File: src/rtl/writeback.sv
// -----------------------------------------------------------------------------
// writeback
// Writeback stage and general-purpose register file. Selects the writeback
// data from the execute/memory results, writes it into R[dr] on a qualified
// rising edge, tracks {N,Z,P} condition codes of the last written value, and
// provides two asynchronous read ports.
//
// Ports
//   clock            in   1       sole clock, rising-edge state updates
//   reset            in   1       synchronous, active-high reset
//   enable_writeback in   1       qualifies a write in this cycle
//   W_Control        in   2       0=aluout, 1=memout, 2=pcout, 3=no write
//   aluout           in   DATA_W  execute-stage result
//   memout           in   DATA_W  memory-stage data
//   pcout            in   DATA_W  computed PC/address value
//   dr               in   3       destination register index
//   sr1, sr2         in   3       read-port register indices
//   d1, d2           out  DATA_W  R[sr1], R[sr2] (combinational read)
//   psr              out  3       condition codes {N,Z,P}
// -----------------------------------------------------------------------------
module writeback #(
    parameter int unsigned DATA_W   = 16,
    parameter int unsigned NUM_REGS = 8
) (
    input  logic              clock,
    input  logic              reset,
    input  logic              enable_writeback,
    input  logic [1:0]        W_Control,
    input  logic [DATA_W-1:0] aluout,
    input  logic [DATA_W-1:0] memout,
    input  logic [DATA_W-1:0] pcout,
    input  logic [2:0]        dr,
    input  logic [2:0]        sr1,
    input  logic [2:0]        sr2,
    output logic [DATA_W-1:0] d1,
    output logic [DATA_W-1:0] d2,
    output logic [2:0]        psr
);

    localparam logic [1:0] SEL_ALU = 2'd0;
    localparam logic [1:0] SEL_MEM = 2'd1;
    localparam logic [1:0] SEL_PC  = 2'd2;

    localparam logic [2:0] PSR_N = 3'b100;
    localparam logic [2:0] PSR_Z = 3'b010;
    localparam logic [2:0] PSR_P = 3'b001;

    logic [DATA_W-1:0] r_regs [NUM_REGS];
    logic [2:0]        r_psr;

    logic [DATA_W-1:0] w_wb_data;
    logic              w_wr_en;
    logic [2:0]        w_psr_next;

    // Writeback data select; the reserved encoding writes nothing.
    always_comb begin
        w_wb_data = '0;
        case (W_Control)
            SEL_ALU: w_wb_data = aluout;
            SEL_MEM: w_wb_data = memout;
            SEL_PC:  w_wb_data = pcout;
            default: w_wb_data = '0;
        endcase
    end

    assign w_wr_en = enable_writeback && (W_Control != 2'd3);

    // Condition codes from the sign bit / zero test of the written value.
    always_comb begin
        w_psr_next = PSR_P;
        if (w_wb_data[DATA_W-1])
            w_psr_next = PSR_N;
        else if (w_wb_data == '0)
            w_psr_next = PSR_Z;
    end

    // Register file and psr; reset wins over a simultaneous write.
    always_ff @(posedge clock) begin
        if (reset) begin
            for (int i = 0; i < int'(NUM_REGS); i++)
                r_regs[i] <= '0;
            r_psr <= PSR_Z;
        end else if (w_wr_en) begin
            r_regs[dr] <= w_wb_data;
            r_psr      <= w_psr_next;
        end
    end

    // Asynchronous reads with no write bypass: new data appears after the edge.
    assign d1  = r_regs[sr1];
    assign d2  = r_regs[sr2];
    assign psr = r_psr;

endmodule

File: config.mk
export PLATFORM = sky130hd
export DESIGN_NAME = writeback
export DESIGN_NICKNAME = d
export VERILOG_FILES = /design/src/rtl/writeback.sv
export SDC_FILE = /design/constraint.sdc
export NUM_CORES = 1
export LEC_CHECK = 0
export CAP_MARGIN = 10
export CORE_MARGIN = 10
export CORE_UTILIZATION = 50
export CTS_CLUSTER_DIAMETER = 80
export DETAILED_ROUTE_END_ITERATION = 6
export PLACE_DENSITY_LB_ADDON = 0.15
export SLEW_MARGIN = 20
export SYNTH_ARGS = -nofsm -noshare
export SYNTH_HDL_FRONTEND = slang
export SYNTH_SLANG_ARGS = --single-unit
export TNS_END_PERCENT = 30
File: constraint.sdc
create_clock -name clock -period 2.3 [get_ports clock]
set_input_delay 0.46 -clock clock [delete_from_list [all_inputs] [get_ports clock]]
set_output_delay 0.46 -clock clock [all_outputs]
set_load 0.03 [all_outputs]
# --- Word level (Yosys, flattened, before mapping) ---
# Memory sizes are Yosys's and may differ from the RTL's.
# Cells that the tools add are included.
classes:
  n_addsub: 0
  n_mul: 0
  n_div: 0
  order_cmp: 0
  n_eq_ne: 3
  shift: 0
  muxes: 11
  bitwise: 0
  reduce_logical: 4
op_table:
  columns: ["operator", "count"]
  rows:
  - ["$pmux W16 S3", 1]
  - ["$logic_not A16 Y1", 1]
  - ["$mux W16", 1]
  - ["$reduce_or A16 Y1", 1]
  - ["$mux W1", 6]
  - ["$mux W3", 2]
  - ["$eq A2 B1 Y1 const B", 1]
  - ["$eq A2 B2 Y1 const B", 1]
  - ["$logic_not A2 Y1", 1]
  - ["$mux W2", 1]
  - ["$ne A2 B2 Y1 const B", 1]
  - ["$logic_and A1 B1 Y1", 1]
totals:
  reg_bits: 3
  latchBits: 0
  ramBits: 128
  rom_bits: 0
  inputBits: 62
  output_inout_bits: 35
  elab_cells: 20
  memories: 1
mem_list:
  columns: ["name", "words", "word_bits", "read_ports", "rd_ports_with_merged_regs", "write_ports", "line_no", "rtl"]
  rows:
  - ["r_regs", 8, 16, 2, 0, 8, "48", "logic [DATA_W-1:0] r_regs [NUM_REGS];"]

# --- Logic depth before layout (Yosys ltp) ---
# Gate-level depths: netlist of the first run.
depth:
  ltp_word: 7
  ltp_mapped: 9
  ltp_nobuf: 5

# --- Least setup slack after synthesis of the first run ---
# No wires, ideal clock.
synth_timing:
  path_type: "input -> register"
  start: "in W_Control[0]"
  end: "mem r_regs[7][0] (enable)"
  setup_ps: 364
  arrival_time_ps: 2116
  t_required_ps: 1936
  slack_ps: -180
  path_stages: 9
  path_buffers: 4
  cell_sequence: "buf_6 buf_6 nand2_1 and2_1 and3_1 clkbuf_1 nand3_1 clkbuf_1 nand2_1"
synth_lines:
  columns: ["item", "line_no", "rtl"]
  rows:
  - ["start: declaration", "28", "input logic [1:0] W_Control,"]
  - ["end: declaration", "48", null]

# --- Worst setup path in the final report of the first run ---
layout_timing:
  start: "in sr1[0]"
  end: "out d1[5]"
layout_between:
  elab_chain_cells: 1
layout_lines:
  columns: ["item", "line_no", "rtl"]
  rows:
  - ["start: declaration", "33", "input logic [2:0] sr1,"]
  - ["$mem_v2 Z8 W16", null, null]
  - ["end: declaration", "35", "output logic [DATA_W-1:0] d1,"]
# No other way between the ends.

==> results of run 1 <==
-- flip-flops by register name, summed over array words and instances (netlist names) --
| signal | flops |
|---|---|
| r_regs | 128 |
| psr | 3 |
-- per-stage QoR --
step | hold slack (ps) | area, sq um
4_1_cts | 509 | 9560
5_1_grt | 534 | 9630
2_1_floorplan | 565 | 7000
6_report | 509 | 9630
3_3_place_gp | 483 | 8730
3_5_place_dp | 491 | 8730
-- routing by layer --
layer | GRT usage | wire length (um)
met1 | 0.260 | 7740
met4 | 0.0716 | 451
met3 | 0.0555 | 1770
met5 | 0 | 0
met2 | 0.364 | 10400
-- what timing repair did --
item | CTS | global route
setup endpoints to repair | 32 | 20
gates cloned | 5 | 0
endpoints found under the hold margin | 0 | 0
gates resized for setup | 75 | 18
setup buffers | 3 | 2
-- critical path, cell delays in order --
cell,delay [ps]
buf_4,110
bufbuf_16,260
buf_6,100
mux4_2,490
mux2_4,280
buf_6,140
-- cell usage after synthesis, drive strengths merged --
| library cell | n | share of area |
|---|---|---|
| inv | 1 | 0.00054 |
| edfxtp | 128 | 0.55 |
| mux2i | 16 | 0.023 |
| a2bb2oi | 16 | 0.038 |
| buf | 18 | 0.018 |
| and3 | 1 | 0.00090 |
| a32o | 1 | 0.0014 |
| nand4 | 4 | 0.0036 |
| a21oi | 1 | 0.00072 |
| nand2 | 17 | 0.0091 |
| mux4 | 64 | 0.21 |
| or4 | 1 | 0.0011 |
| dfxtp | 3 | 0.0086 |
| o211a | 1 | 0.0014 |
| nor3 | 1 | 0.00072 |
| and2 | 1 | 0.00090 |
| nand3 | 2 | 0.0014 |
| nor2b | 3 | 0.0038 |
| nor2 | 130 | 0.070 |
| mux2 | 32 | 0.052 |
| clkbuf | 16 | 0.0086 |
| o21ai | 1 | 0.00072 |
-- layout make-up --
cell class | count | share of cell area
sequential | 131 | 0.405
multi-input combinational | 292 | 0.304
timing repair buffer | 194 | 0.209
clock buffer | 21 | 0.0457
tap | 180 | 0.0234
clock inverter | 11 | 0.0117
inverter | 1 | 0.000390
-- cells by family after synthesis --
| kind of cell | synth area share |
|---|---|
| multiplexers | 0.281 |
| AO/OA/AOI/OAI | 0.0419 |
| buffers and inverters | 0.0267 |
| AND/OR/NAND/NOR | 0.0913 |
| flip-flops | 0.559 |
-- worst paths after layout --
kind / depth (start not counted) / end / startpoint / slack (ps)
worst max-delay path: 6 / d1[5] / sr1[0] / 10
worst min register to register: 1 / psr[0] / psr[0] / 510
worst min-delay path: 1 / psr[0] / psr[0] / 510
worst max register to register: 2 / psr[1] / psr[1] / 1560
-- power breakdown --
group	total, W	switching [W]	leakage [nW]	internal, W
Sequential	0.00285	0.0000841	1.25	0.00277
Clock	0.00254	0.000958	0.260	0.00158
Combinational	0.00134	0.000628	2.00	0.000716
==> results.json, run 1 <==
{
  "status": "completed",
  "dp_cells": 788,
  "setup_viol": 0,
  "worst_skew_pair.late_latency_ps": 420,
  "start_util": 0.507,
  "postSynthCellCount": 458,
  "multiInputGateArea_sq_um": 2930,
  "relSlewSlack": 0.571,
  "drive_gt1_frac": 0.426,
  "die_w_um": 138,
  "power_w": 0.00673,
  "hold_path_class": "flip-flop to flip-flop",
  "grt.total_usage": 0.214,
  "start_kind": "input pin",
  "cts.clk_slew.worst_paths_ps": 60,
  "syn_area_sq_um": 6990,
  "setup_ws_ps": 10.6,
  "fmax_mhz": 437,
  "grt_first_pass_wirelength_um": 31700,
  "vias": 4951,
  "cts_root_buf": "clkbuf_16",
  "fin_cells": 830,
  "layout_common_cells": "nor2_1 (130), edfxtp_1 (128), buf_4 (86), mux4_2 (64), clkdlybuf4s50_1 (60)",
  "drt_iter0_drc": 577,
  "cts_tree": "built",
  "cts_sinks": 131,
  "dp_hpwl_um": 14200,
  "grt_max_degree": 19,
  "yosysSeqAreaShare": 0.559,
  "drt-total-wl_um": 20400,
  "antenna_found_initial": 1,
  "place_congestion": 0.821,
  "die_area_sq_um": 19100,
  "report.final.hold_viol_count": 0,
  "ant_nets": 0,
  "crit_arrival_ps": 1830,
  "crit_fanout": 4,
  "fin_util": 0.699,
  "worstPathRequired_ps": 1840,
  "critical_path_class": "input pin to primary output",
  "numCtsBuffers": 17,
  "syn_avg_cell_area_sq_um": 15.3,
  "syn_to_final_growth_pct": 37.8,
  "final_common_cell": "nor2_1",
  "portBuffers": 96,
  "fin_crit_sh": 0.995,
  "drc": 0,
  "via_per_inst": 5.97,
  "antenna_cells": 0,
  "grt_pass1_vias": 5390,
  "dieHeight_um": 138,
  "ff_latch_area_sq_um": 3900,
  "dp_slack_ps": -476,
  "tightest_slew_ps": 642,
  "leakage_nw": 3.51,
  "ctsHoldBuffers": 0,
  "ys_seq_elements": 131,
  "fin_tns_setup_ps": 0,
  "drv_slew": 0,
  "wl_per_cell_um": 24.6,
  "fin_crit_ps": 2290,
  "vdd_drop_max_v": 0.000421,
  "htreeDepth": 4,
  "synth.distinct_cells": 28,
  "ioPinCount": 97,
  "ctsLongestPathBuffers": 2,
  "rsz0062_at_grt": "yes",
  "end_kind": "primary output",
  "nets": 699,
  "fin_skew_ps": 0,
  "pwr_density_cell_nw_per_um2": 699,
  "ys_warn_count": 0,
  "coreArea_sq_um": 13800,
  "grt_remaining_overflow": 0,
  "drv_cap": 0,
  "fillCellCount": 1001,
  "firstDrtPassIters": 6,
  "rows": 43,
  "syn_nets": 520
}
Note: power is estimated with default switching activity, not from simulation.
==> run 2, diff against run 1 <==
Settings changed: CORE_MARGIN 10 to not set, GPL_ROUTABILITY_DRIVEN set to 0, SETUP_SLACK_MARGIN set to 0.5.
==> results.json, run 2 (synthesized netlist as in run 1, its figures left out) <==
{
  "ant_nets": 0,
  "drt_iter0_drc": 472,
  "cts_root_buf": "clkbuf_16",
  "p_switching_w": 0.00169,
  "hp-start": "psr[0]",
  "fillCellCount": 869,
  "drt-total-wl_um": 19800,
  "vias": 5055,
  "crit_fanout": 2,
  "antenna_found_initial": 0,
  "cts_tree": "built",
  "die_w_um": 120,
  "tightest_slew_ps": 496,
  "cp-startpoint": "r_regs[2][11]",
  "dp_cells": 767,
  "p_seq_frac": 0.399,
  "wl_per_cell_um": 23.9,
  "pwr_density_cell_nw_per_um2": 709,
  "largest_reg_flops": 128,
  "wl_met1_um": 7050,
  "rows": 42,
  "nets": 701,
  "die_area_sq_um": 14500,
  "via_per_inst": 6.11,
  "htreeDepth": 4,
  "fin_skew_ps": 0,
  "leakage_nw": 3.74,
  "fin_crit_ps": 2240,
  "start_util": 0.519,
  "numCtsBuffers": 17,
  "top_layer_used": "met4",
  "swShare": 0.236,
  "cts.clk_slew.worst_paths_ps": 60,
  "grt_first_pass_wirelength_um": 29900,
  "vdd_drop_max_v": 0.000571,
  "fin_util": 0.750,
  "end_kind": "primary output",
  "ctsLongestPathBuffers": 2,
  "top_register": "r_regs",
  "ioPinCount": 97,
  "relSlewSlack": 0.669,
  "report.final.hold_viol_count": 0,
  "crit_arrival_ps": 1780,
  "antenna_cells": 0,
  "critical_path_class": "flip-flop to primary output",
  "final_common_cell": "nor2_1",
  "coreArea_sq_um": 13500,
  "fmax_mhz": 447,
  "grt_max_degree": 17,
  "grt.total_usage": 0.292,
  "hold_slack_ps": 515,
  "drv_slew": 0,
  "power_frac_comb": 0.206,
  "clock_power_share": 0.396,
  "hold_path_class": "flip-flop to flip-flop",
  "fin_cells": 827,
  "start_kind": "flip-flop",
  "worstPathRequired_ps": 1840,
  "drive_gt1_frac": 0.464,
  "syn_to_final_growth_pct": 44.4,
  "drc": 0,
  "fin_crit_sh": 0.974,
  "dr_wl_met3_um": 1940,
  "worst_skew_pair.late_latency_ps": 410,
  "dieHeight_um": 120,
  "drv_cap": 0,
  "status": "completed",
  "internal_power_w": 0.00546,
  "regToRegStartpoint": "psr[1]",
  "grt_remaining_overflow": 0,
  "power_w": 0.00715,
  "portBuffers": 96,
  "grt_pass1_vias": 5273,
  "wl_met2_um": 10100,
  "setup_viol": 0,
  "cts_sinks": 131,
  "firstDrtPassIters": 5,
  "layout_common_cells": "nor2_1 (130), edfxtp_1 (128), buf_4 (69), mux4_2 (64)",
  "rsz0062_at_grt": "yes",
  "dp_hpwl_um": 12500
}
run 2: critical path, cell delays in order (launching register included):
cell and delay, ps:
edfxtp_1 420, mux4_2 520, mux2_4 290, buf_6 140
run 2: metal layers:
metal	GRT usage	vias up
met2	0.494	338
li1	-	2155
met4	0.153	0
met3	0.0495	46
met5	0	-
met1	0.360	2516
run 2: per-stage QoR:
| stage | setup TNS (ps) | cell area [sq um] | worst slack (ps) |
|---|---|---|---|
| after floorplan | 0 | 7210 | 169 |
| after global placement | -24070 | 8810 | -512 |
| after detailed placement | -29960 | 8810 | -565 |
| after CTS | 0 | 10000 | 63.6 |
| after global routing | 0 | 10100 | 58.7 |
| final | 0 | 10100 | 60.7 |
run 2: what timing repair did:
action / CTS / global route
pin swaps: 9 / 0
setup endpoints to repair: 294 / 151
setup buffers: 19 / 3
gates cloned: 7 / 0
hold buffers: 0 / 0
resized for setup: 211 / 19
run 2: path summary, 6_finish.rpt:
path	endpoint	slack, ps	depth (start not counted)
setup / recovery	d1[11]	60	3
hold / removal	psr[0]	520	1
setup reg to reg	psr[1]	1640	2
hold reg to reg	psr[0]	520	1
run 2: power groups by stage:
stage          clock [W]  sequential [W]  combinational [W]
3_3_place_gp           0         0.00287            0.00125
4_1_cts          0.00282         0.00285            0.00144
3_5_place_dp           0         0.00289            0.00126
6_report         0.00283         0.00285            0.00147
2_1_floorplan          0         0.00286           0.000762
5_1_grt          0.00292         0.00286            0.00153
run 2: area by class of cell:
type                    count  area [sq um]  area share
well taps                 176           220      0.0218
flip-flops and latches    131          3900       0.387
repair buffers            195          2120       0.210
inverters                   1          3.75    0.000372
multi-input cells         293          3220       0.319
clock buffers              18           429      0.0425
clock inverters            13           190      0.0188
